**src/rtl/mem_access_arbiter.sv**
```systemverilog
// Shares one memory port between an instruction-fetch requester and a data requester.
// Arbitration is round-robin by default; define DATA_PRIORITY_EN for fixed data priority.
module mem_access_arbiter #(
    parameter int unsigned MEMORY_DEPTH = 64,
    parameter int unsigned DATA_WIDTH   = 32
) (
    input  logic                    clk,
    input  logic                    rst_n,
    input  logic                    if_req_i,
    input  logic [MEMORY_DEPTH-1:0] if_addr_i,
    output logic                    if_gnt_o,
    output logic                    if_valid_o,
    output logic [DATA_WIDTH-1:0]   if_rdata_o,
    input  logic                    d_req_i,
    input  logic                    d_we_i,
    input  logic [MEMORY_DEPTH-1:0] d_addr_i,
    input  logic [DATA_WIDTH-1:0]   d_wdata_i,
    output logic                    d_gnt_o,
    output logic                    d_valid_o,
    output logic [DATA_WIDTH-1:0]   d_rdata_o,
    output logic [MEMORY_DEPTH-1:0] mem_addr_o,
    output logic [DATA_WIDTH-1:0]   mem_wdata_o,
    output logic                    mem_we_o,
    input  logic [DATA_WIDTH-1:0]   mem_rdata_i,
    output logic                    busy_o
);

    typedef enum logic [1:0] {
        IDLE   = 2'd0,
        ACCESS = 2'd1,
        RESP   = 2'd2
    } state_e;

    state_e                  state, state_n;
    logic                    sel_data, sel_data_n;
    logic                    pick_d;
    logic                    if_gnt_n, if_valid_n, d_gnt_n, d_valid_n;
    logic                    mem_we_n, busy_n;
    logic [DATA_WIDTH-1:0]   if_rdata_n, d_rdata_n, mem_wdata_n;
    logic [MEMORY_DEPTH-1:0] mem_addr_n;
`ifndef DATA_PRIORITY_EN
    logic                    last_owner, last_owner_n;
`endif

    // Winner selection for a request seen in IDLE
    always_comb begin
        pick_d = 1'b0;
`ifdef DATA_PRIORITY_EN
        pick_d = d_req_i;
`else
        // last_owner == 1 means the data port was granted last
        pick_d = d_req_i && (!if_req_i || !last_owner);
`endif
    end

    // Next-state and next-output logic
    always_comb begin
        state_n     = state;
        sel_data_n  = sel_data;
        if_gnt_n    = 1'b0;
        if_valid_n  = 1'b0;
        d_gnt_n     = 1'b0;
        d_valid_n   = 1'b0;
        mem_we_n    = 1'b0;
        if_rdata_n  = if_rdata_o;
        d_rdata_n   = d_rdata_o;
        mem_addr_n  = mem_addr_o;
        mem_wdata_n = mem_wdata_o;
`ifndef DATA_PRIORITY_EN
        last_owner_n = last_owner;
`endif
        unique case (state)
            IDLE: begin
                if (if_req_i || d_req_i) begin
                    state_n    = ACCESS;
                    sel_data_n = pick_d;
`ifndef DATA_PRIORITY_EN
                    last_owner_n = pick_d;
`endif
                    if (pick_d) begin
                        d_gnt_n    = 1'b1;
                        mem_addr_n = d_addr_i;
                        if (d_we_i) begin
                            mem_wdata_n = d_wdata_i;
                            mem_we_n    = 1'b1;
                        end
                    end else begin
                        if_gnt_n   = 1'b1;
                        mem_addr_n = if_addr_i;
                    end
                end
            end
            ACCESS: begin
                // mem_we_o high here marks a data write committing this cycle
                if (mem_we_o) begin
                    d_valid_n = 1'b1;
                    state_n   = IDLE;
                end else begin
                    state_n = RESP;
                end
            end
            RESP: begin
                state_n = IDLE;
                if (sel_data) begin
                    d_rdata_n = mem_rdata_i;
                    d_valid_n = 1'b1;
                end else begin
                    if_rdata_n = mem_rdata_i;
                    if_valid_n = 1'b1;
                end
            end
            default: state_n = IDLE;
        endcase
        busy_n = (state_n != IDLE);
    end

    // State and registered outputs
    always_ff @(posedge clk or negedge rst_n) begin
        if (!rst_n) begin
            state       <= IDLE;
            sel_data    <= 1'b0;
            if_gnt_o    <= 1'b0;
            if_valid_o  <= 1'b0;
            if_rdata_o  <= '0;
            d_gnt_o     <= 1'b0;
            d_valid_o   <= 1'b0;
            d_rdata_o   <= '0;
            mem_addr_o  <= '0;
            mem_wdata_o <= '0;
            mem_we_o    <= 1'b0;
            busy_o      <= 1'b0;
        end else begin
            state       <= state_n;
            sel_data    <= sel_data_n;
            if_gnt_o    <= if_gnt_n;
            if_valid_o  <= if_valid_n;
            if_rdata_o  <= if_rdata_n;
            d_gnt_o     <= d_gnt_n;
            d_valid_o   <= d_valid_n;
            d_rdata_o   <= d_rdata_n;
            mem_addr_o  <= mem_addr_n;
            mem_wdata_o <= mem_wdata_n;
            mem_we_o    <= mem_we_n;
            busy_o      <= busy_n;
        end
    end

`ifndef DATA_PRIORITY_EN
    // Reset to data so fetch wins the first tie
    always_ff @(posedge clk or negedge rst_n) begin
        if (!rst_n) last_owner <= 1'b1;
        else        last_owner <= last_owner_n;
    end
`endif

endmodule

```
**config.mk**
```make
export PLATFORM = sky130hd
export DESIGN_NAME = mem_access_arbiter
export DESIGN_NICKNAME = d
export VERILOG_FILES = /design/src/rtl/mem_access_arbiter.sv
export SDC_FILE = /design/constraint.sdc
export NUM_CORES = 1
export LEC_CHECK = 0
export CAP_MARGIN = 20
export CORE_AREA = 4 4 139 141
export DETAILED_ROUTE_END_ITERATION = 10
export DIE_AREA = 0 0 143 145
export GPL_TIMING_DRIVEN = 1
export PLACE_DENSITY_LB_ADDON = 0.05
export SLEW_MARGIN = 30
export SYNTH_ARGS = -nofsm -noshare
export SYNTH_HDL_FRONTEND = slang
export SYNTH_SLANG_ARGS = --single-unit
```
**constraint.sdc**
```tcl
create_clock -name clk -period 2.7 [get_ports clk]
set_clock_uncertainty 0.2 [all_clocks]
set_input_delay 0.405 -clock clk [delete_from_list [all_inputs] [get_ports clk]]
set_output_delay 0.405 -clock clk [all_outputs]
set_load 0.02 [all_outputs]
```
==> summary.md <==
| Metric | Value |
|---|---|
| First-pass GRT wire length | `around 34 mm` |
| CP Class | `reg -> reg` |
| Class of the worst hold path | `reg -> reg` |
| DRT Wirelength | `21.8 mm` |
| Flop and latch count out of synthesis | `170` |
| Total Routing Usage GR | `around a fifth` |
| Filler instances | `1392` |
| Async SR Flop Fraction | `100%` |
| Synth Instances | `about 450` |
| Worst-Margin Slew | `0.567 ns` |
| # H-tree levels | `4` |
| Clk root buf | `clkbuf_16` |
| Drt wl/cell | `around 21 um` |
| Pleak | `4.68 nW` |
| Syn_area_per_cell | `~15 um2` |
| CTS max path bufs | `2` |
| Vias in the first global route | `about 5800` |
| Worst reg-to-reg path cell count | `6` |
| Critical path fanouts, max | `39` |
| Power Dens Cells | `~1200 nW/um2` |
| Place WS | `0.358 ns` |
| Slowest CP cell | `dfrtp_1` |
| Commonest non-fill, non-tap cell in the layout | `clkdlybuf4s50_1` |
| Hold Path Stages | `1` |
| Area of the die | `approximately 21000 um2` |
| Reg2reg end | `mem_addr_o[42]` |
| Die Ht | `about 150 um` |
| Cells along the critical path | `inv_1 -> ha_1 -> nand2_1 -> a21oi_4 -> buf_4 -> a221o_1` |
| Syn nets | `652` |
| Netlist cell types | `22` |
| Core Rows | `approximately 50` |
| DRC Markers | `0` |
| IO Count | `~360` |
| Fmax | `around 500 MHz` |
| Required @ worst endpoint | `2.85 ns` |
| Share of layout cells above drive strength 1 | `17.3%` |
| Max-cap violations | `0` |
| Nets | `slightly above 1000` |
| Synth warnings | `0` |
| Worst skew pair latency | `approximately 0.42 ns` |
| Post-route setup TNS | `0 ns` |
| Core ar. | `roughly 18000 um2` |
| Area of the mapped netlist | `around 6700 um2` |
| DP Cell Count | `~1000` |
| Antenna violations before repair | `1` |
| Status | `finished, final reports clean` |
| Most frequent cells in the layout | `clkdlybuf4s50_1, dfrtp_1, mux2_2, and2_1, a221o_1` |
| Largest net degree at the start of global routing | `67` |
| Final instance area | `11200 um2` |
| TritonCTS clock tree | `done` |
| Vias/cell | `4.96` |
| Clock buffer count from CTS | `17` |
| PortBufs | `362` |
| Minimum clock period | `just over 2 ns` |
| Via count | `5239` |
| Layout Cells excl Fill | `1056` |
| Synth-to-layout area growth | `66.9%` |
| Fin. max-slew vios | `0` |
| Number of flops mapped to enable cells by yosys | `0` |
| Clk slew on worst S/H paths | `approximately 0.060 ns` |
| Beginning of the worst hold path | `sel_data` |
| First-pass detailed-route iteration total | `4` |
| CP max stage delay | `between 0.4 and 0.5 ns` |
| Final setup fails | `0` |
| RSZ-0062 raised after global routing | `no` |
| Final ANT Viol Nets | `0` |
| Crit path capture type | `flop` |
| Relative slew slack | `about 62%` |
| Ys flop type | `dfrtp_1` |
| DP Wirelength | `16.3 mm` |
| Die W | `around 140 um` |
| Congestion Overflow GR | `0` |
| Final worst slack | `0.657 ns` |
| Share of the yosys chip area belonging to registers | `between 60% and 70%` |
| Drt initial violations | `between 200 and 250` |
| DP Area | `about 11000 um2` |
| Initial core utilization | `between 30% and 40%` |
| Delay-heaviest family, CP | `buffers and inverters` |
| Hold path endpoint | `sel_data` |
| Worst IR Drop VDD | `about 680 uV` |
| Cts repair resizes | `0` |
| Startpoint type of the worst setup path | `flop` |
| Reg2Reg Launch Point | `state[0]` |
| CTS sink cnt | `170` |
| Period utilization | `roughly three quarters` |
| Arr. time, crit path | `approximately 2.2 ns` |
| Final Hold Fails | `0` |
| Hold_ws | `0.290 ns` |
| R2R setup slack | `0.66 ns` |
| Buffers & Inverters on Critical Path | `2` |
| GPL Wtd Cong | `just under 0.8` |
## per-stage QoR
step | utilization, % | power, mW
2_1_floorplan | - | 8.09
3_3_place_gp | 59.1 | 11.5
3_5_place_dp | 59.1 | 11.7
4_1_cts | 62.2 | 14.1
5_1_grt | 62.2 | 14.6
6_report | 62.2 | 13.9
## area by class of cell
type / instances / area [um2] / area share [%]
diodes: 1 / 2.50 / 0.0224
clock buffers: 20 / 457 / 4.08
clock inverters: 11 / 98.8 / 0.884
inverters: 5 / 18.8 / 0.168
multi-input cells: 245 / 2290 / 20.5
flip-flops and latches: 170 / 4260 / 38.1
well taps: 229 / 287 / 2.56
repair buffers: 375 / 3770 / 33.8
## worst max-delay path by stage
stage | startpoint | endpoint | slack (ns) | cells past startpoint
after global placement | if_req_i | mem_addr_o[52] | 0.39 | 5
after detailed placement | if_req_i | mem_addr_o[42] | 0.36 | 5
final | state[0] | mem_addr_o[42] | 0.66 | 6
after floorplan | state[0] | mem_addr_o[26] | 0.84 | 7
after global routing | state[1] | mem_addr_o[42] | 0.51 | 6
after CTS | d_gnt_o | d_gnt_o | 0.62 | 1
## flip-flops by register name (all words and copies together) (netlist names)
signal and count:
busy_o 1, d_gnt_o 1, d_rdata_o 32, d_valid_o 1, if_gnt_o 1, if_rdata_o 32, if_valid_o 1, last_owner 1
mem_addr_o 64, mem_wdata_o 32, mem_we_o 1, sel_data 1, state 2
## worst register-to-register path: cells and delay by family, from the launching register on
kind / cells / cell delay (ns)
buffers and inverters: 2 / 0.52
AOI/OAI and AO/OA: 2 / 0.40
DFF: 1 / 0.42
adders and majority gates: 1 / 0.31
and+or+nand+nor: 1 / 0.13
## cell families after synthesis
family                     after synthesis  synth area share (%)
DFF                                    170                  63.5
and+or+nand+nor                         74                  6.69
AOI/OAI and AO/OA                       72                  10.4
muxes                                   96                  16.1
adders and majority gates                3                 0.560
buffers and inverters                   37                  2.67
## synth_stat cells (2+ instances only)
master    count  share of area [%]
ha_1          3               0.56
a221o_1      64                9.6
nand2_1       6               0.34
and2_1       64                6.0
mux2_2       96                 16
a21o_1        2               0.22
buf_6         4               0.67
buf_1         6               0.34
dfrtp_1     169                 63
buf_2         8               0.60
clkbuf_1     14               0.78
inv_1         5               0.28
nand2b_1      2               0.19
## what timing repair did
item | 4_1_cts | 5_1_grt
endpoints found under the setup margin | 0 | 0
hold endpoints to repair | 54 | 0
hold buffers | 1 | 0
setup buffers | 0 | 0
## per-layer routing
| layer | routed length (um) | GRT usage [%] |
|---|---|---|
| met1 | 7890 | 23.5 |
| met2 | 11500 | 37.2 |
| met3 | 1840 | 6.94 |
| met4 | 512 | 7.84 |
| met5 | 0 | 0 |
## power breakdown
part	total (mW)	switching (mW)	leakage [nW]	internal [mW]
logic	7.11	3.36	2.38	3.75
clock network	2.29	0.982	0.256	1.31
registers	4.46	0.638	2.04	3.83
Power figures use the tool's default switching activity.
